### src/rtl/seg_pkg.sv
`default_nettype none
// ============================================================================
// Module   : seg_pkg
// Brief    : Shared constants and types for the seven-segment receiver.
// Revision : 1.0 - initial release
// ============================================================================
package seg_pkg;

    // Active-low patterns, bit0=a ... bit6=g
    localparam logic [6:0] SEG_0     = 7'h40;
    localparam logic [6:0] SEG_1     = 7'h79;
    localparam logic [6:0] SEG_2     = 7'h24;
    localparam logic [6:0] SEG_3     = 7'h30;
    localparam logic [6:0] SEG_4     = 7'h19;
    localparam logic [6:0] SEG_5     = 7'h12;
    localparam logic [6:0] SEG_6     = 7'h02;
    localparam logic [6:0] SEG_7     = 7'h78;
    localparam logic [6:0] SEG_8     = 7'h00;
    localparam logic [6:0] SEG_9     = 7'h10;
    localparam logic [6:0] SEG_A     = 7'h08;
    localparam logic [6:0] SEG_B     = 7'h03;
    localparam logic [6:0] SEG_C     = 7'h46;
    localparam logic [6:0] SEG_D     = 7'h21;
    localparam logic [6:0] SEG_E     = 7'h06;
    localparam logic [6:0] SEG_F     = 7'h0E;
    localparam logic [6:0] SEG_BLANK = 7'h7F;

    typedef enum logic [0:0] {
        BLANK  = 1'b0,
        LOCKED = 1'b1
    } state_t;

    typedef struct packed {
        logic       err;
        logic [3:0] digit;
    } fifo_entry_t;

endpackage : seg_pkg
`default_nettype wire

### src/rtl/seg_lookup.sv
`default_nettype none
// ============================================================================
// Module   : seg_lookup
// Brief    : Combinational segment-pattern to hex-digit lookup.
// Revision : 1.0 - initial release
// ============================================================================
module seg_lookup
    import seg_pkg::*;
(
    input  logic [6:0] seg,
    output logic [3:0] digit,
    output logic       hit
);

    always_comb begin
        digit = 4'h0;
        hit   = 1'b1;
        case (seg)
            SEG_0:   digit = 4'h0;
            SEG_1:   digit = 4'h1;
            SEG_2:   digit = 4'h2;
            SEG_3:   digit = 4'h3;
            SEG_4:   digit = 4'h4;
            SEG_5:   digit = 4'h5;
            SEG_6:   digit = 4'h6;
            SEG_7:   digit = 4'h7;
            SEG_8:   digit = 4'h8;
            SEG_9:   digit = 4'h9;
            SEG_A:   digit = 4'hA;
            SEG_B:   digit = 4'hB;
            SEG_C:   digit = 4'hC;
            SEG_D:   digit = 4'hD;
            SEG_E:   digit = 4'hE;
            SEG_F:   digit = 4'hF;
            default: hit   = 1'b0;
        endcase
    end

endmodule : seg_lookup
`default_nettype wire

### src/rtl/seg_decoder_rx.sv
`default_nettype none
// ============================================================================
// Module   : seg_decoder_rx
// Brief    : Debounces an observed 7-segment pattern, decodes it and buffers
//            the digits in a first-word-fall-through FIFO.
// Revision : 1.0 - initial release
// ============================================================================
module seg_decoder_rx
    import seg_pkg::*;
#(
    parameter int STABLE_CYCLES = 4,
    parameter int FIFO_DEPTH    = 4
) (
    input  logic       clock,
    input  logic       reset,
    input  logic [6:0] seg_in,
    output logic [3:0] out_digit,
    output logic       out_err,
    output logic       out_valid,
    input  logic       out_ready,
    output logic       overflow
);

    localparam int         c_addr_w = $clog2(FIFO_DEPTH);
    localparam logic [3:0] c_stable = 4'(STABLE_CYCLES);

    // ---------------- stability filter ----------------
    logic [6:0] r_samp;
    logic [3:0] r_cnt;
    logic       w_same;
    logic       w_stable;

    assign w_same   = (seg_in == r_samp);
    // Stable on the edge where the count reaches its saturation value
    assign w_stable = w_same && (r_cnt == (c_stable - 4'd1));

    always_ff @(posedge clock) begin
        if (reset) begin
            r_samp <= SEG_BLANK;
            r_cnt  <= 4'd1;
        end else begin
            r_samp <= seg_in;
            if (!w_same)
                r_cnt <= 4'd1;
            else if (r_cnt != c_stable)
                r_cnt <= r_cnt + 4'd1;
        end
    end

    // ---------------- decode ----------------
    logic [3:0]  w_lk_digit;
    logic        w_lk_hit;
    fifo_entry_t w_push_data;

    seg_lookup u_lookup (
        .seg   (r_samp),
        .digit (w_lk_digit),
        .hit   (w_lk_hit)
    );

    assign w_push_data.err   = !w_lk_hit;
    assign w_push_data.digit = w_lk_hit ? w_lk_digit : 4'd0;

    // ---------------- tracking FSM ----------------
    state_t     r_state;
    logic [6:0] r_accepted;
    logic       w_push_req;

    assign w_push_req = w_stable && (r_samp != SEG_BLANK) &&
                        ((r_state == BLANK) || (r_samp != r_accepted));

    // Tracking advances even when the FIFO drops the push
    always_ff @(posedge clock) begin
        if (reset) begin
            r_state    <= BLANK;
            r_accepted <= SEG_BLANK;
        end else if (w_stable) begin
            if (r_samp == SEG_BLANK) begin
                r_state <= BLANK;
            end else begin
                r_state    <= LOCKED;
                r_accepted <= r_samp;
            end
        end
    end

    // ---------------- FWFT FIFO ----------------
    fifo_entry_t         r_mem [FIFO_DEPTH];
    logic [c_addr_w:0]   r_wptr;
    logic [c_addr_w:0]   r_rptr;
    logic [c_addr_w:0]   w_wptr_nxt;
    logic [c_addr_w:0]   w_rptr_nxt;
    logic                w_full;
    logic                w_pop;
    logic                w_push;
    logic                r_out_valid;
    logic                r_overflow;
    fifo_entry_t         r_out;
    fifo_entry_t         w_head_nxt;

    assign w_full = (r_wptr[c_addr_w] != r_rptr[c_addr_w]) &&
                    (r_wptr[c_addr_w-1:0] == r_rptr[c_addr_w-1:0]);
    assign w_pop  = out_ready && r_out_valid;
    assign w_push = w_push_req && (!w_full || w_pop);

    assign w_wptr_nxt = r_wptr + (c_addr_w+1)'(w_push);
    assign w_rptr_nxt = r_rptr + (c_addr_w+1)'(w_pop);

    // Bypass the write data when the slot being written becomes the head
    always_comb begin
        w_head_nxt = r_mem[w_rptr_nxt[c_addr_w-1:0]];
        if (w_push && (r_wptr[c_addr_w-1:0] == w_rptr_nxt[c_addr_w-1:0]))
            w_head_nxt = w_push_data;
    end

    always_ff @(posedge clock) begin
        if (w_push)
            r_mem[r_wptr[c_addr_w-1:0]] <= w_push_data;
    end

    always_ff @(posedge clock) begin
        if (reset) begin
            r_wptr      <= '0;
            r_rptr      <= '0;
            r_out_valid <= 1'b0;
            r_out       <= '0;
            r_overflow  <= 1'b0;
        end else begin
            r_wptr      <= w_wptr_nxt;
            r_rptr      <= w_rptr_nxt;
            r_out_valid <= (w_wptr_nxt != w_rptr_nxt);
            r_out       <= (w_wptr_nxt != w_rptr_nxt) ? w_head_nxt : '0;
            if (w_push_req && w_full && !w_pop)
                r_overflow <= 1'b1;
        end
    end

    assign out_digit = r_out.digit;
    assign out_err   = r_out.err;
    assign out_valid = r_out_valid;
    assign overflow  = r_overflow;

endmodule : seg_decoder_rx
`default_nettype wire

### config.mk
export PLATFORM = sky130hd
export DESIGN_NAME = seg_decoder_rx
export DESIGN_NICKNAME = d
export VERILOG_FILES = /design/src/rtl/seg_pkg.sv /design/src/rtl/seg_lookup.sv /design/src/rtl/seg_decoder_rx.sv
export SDC_FILE = /design/constraint.sdc
export NUM_CORES = 1
export LEC_CHECK = 0
export CAP_MARGIN = 25
export CORE_ASPECT_RATIO = 0.6
export CORE_MARGIN = 2
export CORE_UTILIZATION = 62
export CTS_CLUSTER_SIZE = 14
export DETAILED_ROUTE_END_ITERATION = 16
export GPL_TIMING_DRIVEN = 0
export PLACE_DENSITY = 0.92
export SLEW_MARGIN = 20
export SYNTH_ARGS = -nofsm -noshare
export SYNTH_HDL_FRONTEND = slang
export SYNTH_SLANG_ARGS = --single-unit
### constraint.sdc
create_clock -name clock -period 5.97 [get_ports clock]
set_clock_uncertainty 0.1 [all_clocks]
set_input_delay 1.194 -clock clock [delete_from_list [all_inputs] [get_ports clock]]
set_output_delay 1.194 -clock clock [all_outputs]
set_load 0.03 [all_outputs]
======== Word level (Yosys, flattened, before mapping) ========
Memory sizes are Yosys's and may differ from the RTL's. A register that Yosys moved wholly into a read port is not among the register bits.
Index checks and enable logic that the tools add are counted.
word-level totals
  register bits ........................... 27
  RAM bits ................................ 20
  input port bits ......................... 10
  logic and storage cells ................. 64
  memories ................................ 1
memories
  memory  depth  width  rd ports  clocked after Yosys merged registers in  wr ports  line                  text
  r_mem   4      5      1         1                                        1         seg_decoder_rx.sv:88  fifo_entry_t r_mem [FIFO_DEPTH];
operators by class
  add/subtract/negate cells ............... 3
  eq/ne operators ......................... 24
  mux-type cells .......................... 6
  bitwise operators ....................... 4
  reduce and logical (&&, ||, !) cells .... 18
operator list
  operator                                                                count
  4-bit case mux with 15 select lines                                     1
  7-bit equality test (second input constant)                             5
  7-bit by 5-bit equality test with 1-bit output (second input constant)  3
  7-bit by 6-bit equality test with 1-bit output (second input constant)  3
  16-bit OR reduction                                                     1
  7-bit by 2-bit equality test with 1-bit output (second input constant)  2
  7-bit by 4-bit equality test with 1-bit output (second input constant)  2
  1-bit logical AND                                                       8
  7-bit by 3-bit equality test with 1-bit output (second input constant)  1
  7-bit equality test                                                     1
  7-bit logical NOT                                                       1
  7-bit != test                                                           1
  7-bit != test (second input constant)                                   1
  3-bit by 1-bit adder with 3-bit output                                  2
  4-bit by 1-bit adder with 4-bit output (second input constant)          1
  4-bit by 2-bit equality test with 1-bit output (second input constant)  1
  1-bit 2-to-1 mux                                                        4
  4-bit 2-to-1 mux                                                        1
  4-bit by 3-bit != test with 1-bit output (second input constant)        1
  1-bit inverter                                                          4
  2-bit OR reduction                                                      2
  1-bit logical NOT                                                       3
  3-bit != test                                                           1
  2-bit equality test                                                     1
  3 further kinds                                                         4

======== Logic depth before layout (Yosys ltp) ========
Gate-level depths: netlist of run 1.
  depth in word-level cells ............... 9
  depth in mapped cells ................... 12
  mapped depth without buffers ............ 10

======== By module ========
A second synthesis of run 1 with hierarchy kept.
second synthesis, totals
  cells, all modules ...................... 251
  area total of the unflattened synthesis .. 2638.8 um2
modules (own cells, without submodules)
  module          times used  cells each  area each (um2)  sequential area each (um2)
  seg_decoder_rx  1           188         2245.9           1241.2
  seg_lookup      1           63          392.9            0.0

======== Worst setup path before layout of run 1 ========
OpenSTA, ideal clock, no wires.
  kind .................................... in2reg
  start point ............................. in seg_in[5]
  end point ............................... reg r_out, in the netlist out_digit[0]
  library setup time ...................... 0.115 ns
  arrival time ............................ 3.181 ns
  data required time ...................... 5.755 ns
  slack ................................... 2.574 ns
  cell stages on the path ................. 11
  buffers on the path ..................... 1
  cells stage by stage .................... xor2_1 nor4_4 nand4_2 buf_2 nor4_4 ha_1 ha_1 xnor2_1 xnor2_1 a31o_2 nor2_1
between the ends
  word-level cells in the longest chain between the ends .. 9
ends and longest elaborated chain
  item                                    line                   text
  start, declared                         seg_decoder_rx.sv:16   input logic [6:0] seg_in,
  7-bit equality test                     seg_decoder_rx.sv:33   assign w_same = (seg_in == r_samp);
  1-bit logical AND                       seg_decoder_rx.sv:35   assign w_stable = w_same && (r_cnt == (c_stable - 4'd1));
  1-bit logical AND (2 in a row)          seg_decoder_rx.sv:69   assign w_push_req = w_stable && (r_samp != SEG_BLANK) &&
  1-bit logical AND                       seg_decoder_rx.sv:104  assign w_push = w_push_req && (!w_full || w_pop);
  3-bit by 1-bit adder with 3-bit output  seg_decoder_rx.sv:106  assign w_wptr_nxt = r_wptr + (c_addr_w+1)'(w_push);
  3-bit != test                           seg_decoder_rx.sv:132  r_out <= (w_wptr_nxt != w_rptr_nxt) ? w_head_nxt : '0;
  1-bit inverter (no source line)         -
  2-bit OR reduction (no source line)     -
  end signal, assigned                    seg_decoder_rx.sv:132
  end, declared                           seg_decoder_rx.sv:98   fifo_entry_t r_out;
No other way between the ends.
A chain may end at the register's enable or synchronous reset.

======== Worst setup path in the final report of run 1 ========
  start point ............................. in seg_in[5]
  end point ............................... mem r_mem[0][1] (netlist name), enable pin
between the ends
  word-level cells in the longest chain between the ends .. 7
ends and longest elaborated chain
  item                                    line                   text
  7-bit equality test                     seg_decoder_rx.sv:33
  1-bit logical AND                       seg_decoder_rx.sv:35
  1-bit logical AND (2 in a row)          seg_decoder_rx.sv:69
  1-bit logical AND                       seg_decoder_rx.sv:104
  1-bit 2-to-1 mux                        seg_decoder_rx.sv:117  if (w_push)
  1-bit 2-to-1 mux (not written as such)  seg_decoder_rx.sv:118  r_mem[r_wptr[c_addr_w-1:0]] <= w_push_data;
  end, declared                           seg_decoder_rx.sv:88
No other way between the ends.

==> results of run 1 <==
-- tightest hold or removal path, stage by stage, from the launching register on --
cell and delay [ns]:
dfxtp_1 0.34, a21oi_1 0.04, nor2_1 0.07
-- Yosys cell counts (4+ instances only) --
library cell	count
nand2b_1	4
nand4_1	4
o21ai_0	6
a21oi_1	6
nor3b_1	5
ha_1	6
nand3_1	8
nor2b_1	5
edfxtp_1	20
buf_2	5
nand2_1	5
dfxtp_1	32
xnor2_1	15
or2_2	8
mux2i_1	6
nor3_1	6
clkbuf_1	7
nor2_1	28
xor2_1	11
mux4_2	5
inv_1	5
-- power groups by stage --
stage / Clock, mW / Combinational, mW / Sequential [mW]
3_3_place_gp: 0 / 0.0396 / 0.380
5_1_grt: 0.344 / 0.0451 / 0.372
4_1_cts: 0.328 / 0.0413 / 0.371
2_1_floorplan: 0 / 0.0274 / 0.379
3_5_place_dp: 0 / 0.0409 / 0.380
6_report: 0.325 / 0.0418 / 0.372
-- cells by family (layout without fill, tap and decap cells) --
logic type	Yosys count	after routing
flip-flops	52	52
multiplexers	11	11
buffers and inverters	18	42
AO/OA/AOI/OAI	25	25
XOR/XNOR	26	26
adder cells (fa/ha/maj)	6	6
AND/OR/NAND/NOR	90	90
-- final cells by class --
| cell class | instances | area, um2 |
|---|---|---|
| Clock buffer | 5 | 68.8 |
| Tap cell | 47 | 58.8 |
| Buffer | 13 | 55.1 |
| Inverter | 5 | 18.8 |
| Multi-Input combinational cell | 158 | 1170 |
| Fill cell | 252 | 897 |
| Sequential cell | 52 | 1240 |
| Timing Repair Buffer | 16 | 160 |
| Clock inverter | 3 | 90.1 |
-- worst min-delay path by stage --
| stage | endpoint | slack [ns] | cells past startpoint |
|---|---|---|---|
| after floorplan | r_state | 0.36 | 2 |
| after global placement | overflow | 0.35 | 2 |
| after detailed placement | overflow | 0.37 | 2 |
| after CTS | overflow | 0.40 | 2 |
| after global routing | overflow | 0.42 | 2 |
| final | overflow | 0.38 | 2 |
-- per-layer routing --
layer / routed length, um / track usage [%] / vias to the layer above
met1: 2420 / 34.9 / 870
li1: - / - / 861
met3: 387 / 6.55 / 9
met2: 2230 / 37.9 / 82
met5: 0 / 0 / -
met4: 76 / 9.79 / 0
-- metrics by stage --
step,cell area [um2],util [%],hold slack [ns],worst slack [ns],cells
CTS,2870,76.2,0.395,2.09,299
detailed placement,2710,72.0,0.371,1.77,291
finish,2870,76.2,0.383,2.07,299
global route,2870,76.2,0.415,1.92,299
global placement,2710,72.0,0.346,1.85,291
floorplan,2490,-,0.357,2.57,228
-- flip-flops by register name, indices dropped and copies added, names as in the netlist --
name and cells:
r_rptr 3, r_mem 20, overflow 1, out_valid 1
r_accepted 7, r_cnt 4, r_wptr 3, out_err 1
r_samp 7, out_digit 4, r_state 1
-- cells in the final DEF, fill, tap and decap left out, drive strengths merged, types with 6 or more instances in the layout --
| master | synthesis | layout |
|---|---|---|
| a21oi | 6 | 6 |
| buf | 6 | 6 |
| clkbuf | 7 | 12 |
| clkdlybuf4s50 | 0 | 16 |
| dfxtp | 32 | 32 |
| edfxtp | 20 | 20 |
| ha | 6 | 6 |
| mux2i | 6 | 6 |
| nand3 | 8 | 8 |
| nor2 | 28 | 28 |
| nor3 | 6 | 6 |
| o21ai | 6 | 6 |
| or2 | 8 | 8 |
| xnor2 | 15 | 15 |
| xor2 | 11 | 11 |
==> results.tsv, run 1 <==
metric	value	unit
run status	completed	
Routed WL	5110	um
Clock transition at path regs	0.09	ns
share of layout cells above drive strength 1	12.3	%
mux share of post-synthesis cell area	6.93	%
Num CTS Buffers	5	
GR Util All Layers	25.1	%
ys async rst share	0	%
part of the power in registers	50.3	%
flops & latches, synth	52	
DP HPWL	3630	um
maximum fanout along the worst path	10	
Worst Tran Pin Value	0.928	ns
Slew HR	38.0	%
H-tree Lvls	2	
CP Capture Point	r_mem[0][1]	
Worst Hold Class	reg2reg	
Max Fclk	256	MHz
CTS tree	yes	
Critical Path, Cell by Cell	clkdlybuf4s50_1 -> xor2_1 -> nor4_4 -> nand4_2 -> buf_2 -> nor4_4 -> nor3b_1	
Synth area leaders	dfxtp_1, edfxtp_1, xnor2_1, mux4_2, nor2_1	
Initial Utilization	66.1	%
Detailed Routing Iterations Pass 1	6	
R2R Path End	r_mem[0][1]	
Pwr Density	257	nW/um2
Post-Synth Adder-Cell Area	3.02	%
Port Buffer Count	16	
Yosys top cell area share	25.7	%
reg-to-reg startpoint	r_samp[1]	
sequential element share of the synthesized area	49.8	%
core area	3760	um2
P_sw	0.142	mW
CTS root buf	clkbuf_8	
Period minus WS final	3.90	ns
clock sinks	52	
gr ovfl total	0	
Top FF cell, synth	dfxtp_1	
Final ANT Viol Nets	0	
Most Frequent Cell on Critical Path	nor4_4	
Leak Pwr	1.07	nW
switching portion of total power	19.3	%
max-slew violation count	0	
Final period util	65.4	%
vias in the first global route	1732	
largest net degree at the start of global routing	17	
antenna violations before repair	0	
global-route wire length before repair	8400	um
Hold Crit Start	overflow	
CTS Buffer Depth	2	
Final Hold Fails	0	
GPL Wtd Cong	0.863	
post-CTS setup buffer count	0	
Resized Gates After CTS	0	
post-synthesis net count	244	
Hold Buf Count CTS	0	
Die X	85.8	um
largest family of logic cells by synthesized area	simple AND/OR/NAND/NOR gates	
Critical Path RT	5.81	ns
syn_area_per_cell	10.9	um2
Ys Warns	0	
Setup crit end kind	flip-flop	
Crit-path slowest cell	nor3b_1	
die height	53.1	um
r2r worst-path depth	6	
Post-Syn Area	2490	um2
buffer and inverter count on the worst path	2	
# diodes	0	
Comb pwr share	5.7	%
clk_lat worst skew	0.31	ns
Crit path depth	7	
VDD IR-drop max	147	uV
critical path arrival	3.74	ns
Worst setup SP type	input pin	
Layout area overhead	15.2	%
TNS Setup	0	ns
Setup Viol. Count Final	0	
WL/cell	17.1	um
die area	4560	um2
Post-synth EDFFs	20	
R2R setup slack	2.96	ns
routed via count	1822	
Unique masters post-synth	43	
Yosys top cell by area	dfxtp_1	
Total Power	0.738	mW
Synth Area in XOR/XNOR	9.15	%
synthesized instance count	228	
fin nets	267	
Max-Cap Viols	0	
Residual DRC	0	
I/O Pins	17	
clock power share	44.0	%
Vias/cell	6.09	
simple-gate share of the synthesized area	21.6	%
Iter 0 DRT Violations	120	
Worst Setup SP	seg_in[5]	
CP max stage delay	0.80	ns
internal power	0.596	mW
Worst path top cell family by delay	simple AND/OR/NAND/NOR gates	
RSZ-0062 raised after global routing	no	
Worst Setup Path Type	in2reg	
row count	17	
Synth Area in Compound Gates	6.48	%
Power figures use the tool's default switching activity.
==> run 2, diff against run 1 <==
- CORE_UTILIZATION: 62 -> 58
- PLACE_DENSITY: 0.92 -> 0.88
- clock period: 5.97 -> 3.6 ns (I/O delays scaled with it)
==> run 2 against run 1 <==
Combinational power up 65%. Critical endpoint is now r_mem[2][3]. Setup slack worse by 1.8 ns. Clock power up 3%. Sequential cell count unchanged. Critical path depth unchanged. Total power up 38%. Sequential power up 66%. First-iteration DRC count down 15%.
==> results.tsv, run 2 (synthesis results as in run 1) <==
metric	value	unit	change
post-CTS setup buffer count	0		unchanged
Post-Place Cells	304		was 291
antenna violations before repair	0		unchanged
I/O Pins	17		unchanged
CTS tree	yes		unchanged
Final ANT Viol Nets	0		unchanged
Max Fclk	297	MHz	
RSZ-0062 raised after global routing	no		unchanged
Resized Gates After CTS	0		unchanged
Final Hold Fails	0		unchanged
WL/cell	15.0	um	was 17.1 um
H-tree Lvls	2		unchanged
Layout area overhead	13.1	%	was 15.2%
Worst setup SP type	input pin		unchanged
Vias/cell	5.52		was 6.09
clock sinks	52		unchanged
Worst Setup Path Type	in2reg		unchanged
Setup crit end kind	flip-flop		unchanged
TNS Setup	0	ns	unchanged
Worst Tran Pin Value	1.03	ns	was 0.928 ns
die area	4850	um2	was 4560 um2
row count	18		was 17
Die X	88.6	um	was 85.8 um
clk_lat worst skew	0.31	ns	about the same
GR Util All Layers	21.6	%	was 25.1%
hold_ws	0.376	ns	was 0.383 ns
Total Power	1.02	mW	was 0.738 mW
Pwr Density	362	nW/um2	was 257 nW/um2
share of layout cells above drive strength 1	12.3	%	unchanged
die height	54.8	um	was 53.1 um
Routed WL	4680	um	was 5110 um
largest net degree at the start of global routing	18		was 17
Worst Hold Class	reg2reg		unchanged
vias in the first global route	1535		was 1732
Final Instance Count excl. Fillers	312		was 299
CTS root buf	clkbuf_8		unchanged
VDD IR-drop max	203	uV	was 147 uV
Leak Pwr	1.04	nW	was 1.07 nW
core area	4120	um2	was 3760 um2
Port Buffer Count	16		unchanged
CTS Buffer Depth	2		unchanged
maximum fanout along the worst path	10		unchanged
Slew HR	30.3	%	was 38.0%
routed via count	1722		was 1822
Period minus WS final	3.36	ns	
Hold Buf Count CTS	0		unchanged
max-slew violation count	0		unchanged
Max-Cap Viols	0		unchanged
GPL Wtd Cong	0.869		was 0.863
Iter 0 DRT Violations	102		was 120
Residual DRC	0		unchanged
DP HPWL	3570	um	was 3630 um
max reg flops	20		unchanged
Setup Viol. Count Final	0		unchanged
Final period util	93.4	%	
Detailed Routing Iterations Pass 1	4		was 6
global-route wire length before repair	7680	um	was 8400 um
run status	completed		unchanged
Initial Utilization	60.4	%	was 66.1%
fin nets	267		unchanged
most frequent cells in the layout	dfxtp_1, nor2_1, edfxtp_1		unchanged
R2R setup slack	0.68	ns	was 2.96 ns
# diodes	0		unchanged
Critical Path RT	3.44	ns	was 5.81 ns
gr ovfl total	0		unchanged
Num CTS Buffers	5		unchanged
most common cell after layout, fill and taps aside	dfxtp_1		unchanged
Clock transition at path regs	0.10	ns	was 0.09 ns
critical path arrival	3.20	ns	was 3.74 ns
==> run 2: cell types whose count changed in the layout (fill, tap and decap cells not counted), sizes merged <==
cell,previous run,this run
inv,5,6
clkinv,0,2
bufinv,3,0
==> run 2: layout make-up <==
type	instances	area [um2]
plain buffers	13	55.1
clock buffers	5	68.8
clock inverters	3	22.5
fillers	319	1310
inverters	5	18.8
multi-input cells	158	1170
flip-flops and latches	52	1240
well taps	60	75.1
repair buffers	16	160
==> run 2: through the flow <==
step	util (%)	cell area, um2	worst slack (ns)
floorplan	-	2490	0.678
global placement	66.1	2730	-0.0313
detailed placement	66.1	2730	-0.0465
CTS	68.3	2820	0.276
global route	68.3	2820	0.0657
finish	68.3	2820	0.237
==> run 2: critical path, stage by stage <==
cell	delay, ns
clkdlybuf4s50_1	0.42
xor2_1	0.17
nor4_4	0.36
nand4_2	0.20
buf_2	0.24
nor4_4	0.33
nor3b_1	0.75
==> run 2: worst paths after layout <==
path             start     endpoint  cells past startpoint
max reg2reg  r_samp[1]  r_mem[2][3]                      6
max          seg_in[5]  r_mem[2][3]                      7
min           overflow     overflow                      2
min reg2reg   overflow     overflow                      2
==> run 2: power breakdown <==
part	leakage, nW	switching (mW)	internal [mW]	total [mW]
registers	0.450	0.00540	0.611	0.616
clock network	0.0485	0.195	0.140	0.335
logic	0.545	0.0384	0.0306	0.0690
total	1.04	0.239	0.781	1.02
==> run 2: per-layer routing <==
layer  part of all wire (%)  vias to the layer above  global-route usage (%)
met2                     40                       67                    30.5
met5                      0                        -                       0
met1                     52                      796                    32.9
met3                    7.5                        6                    6.64
met4                   0.58                        0                    3.79
li1                       -                      853                       -
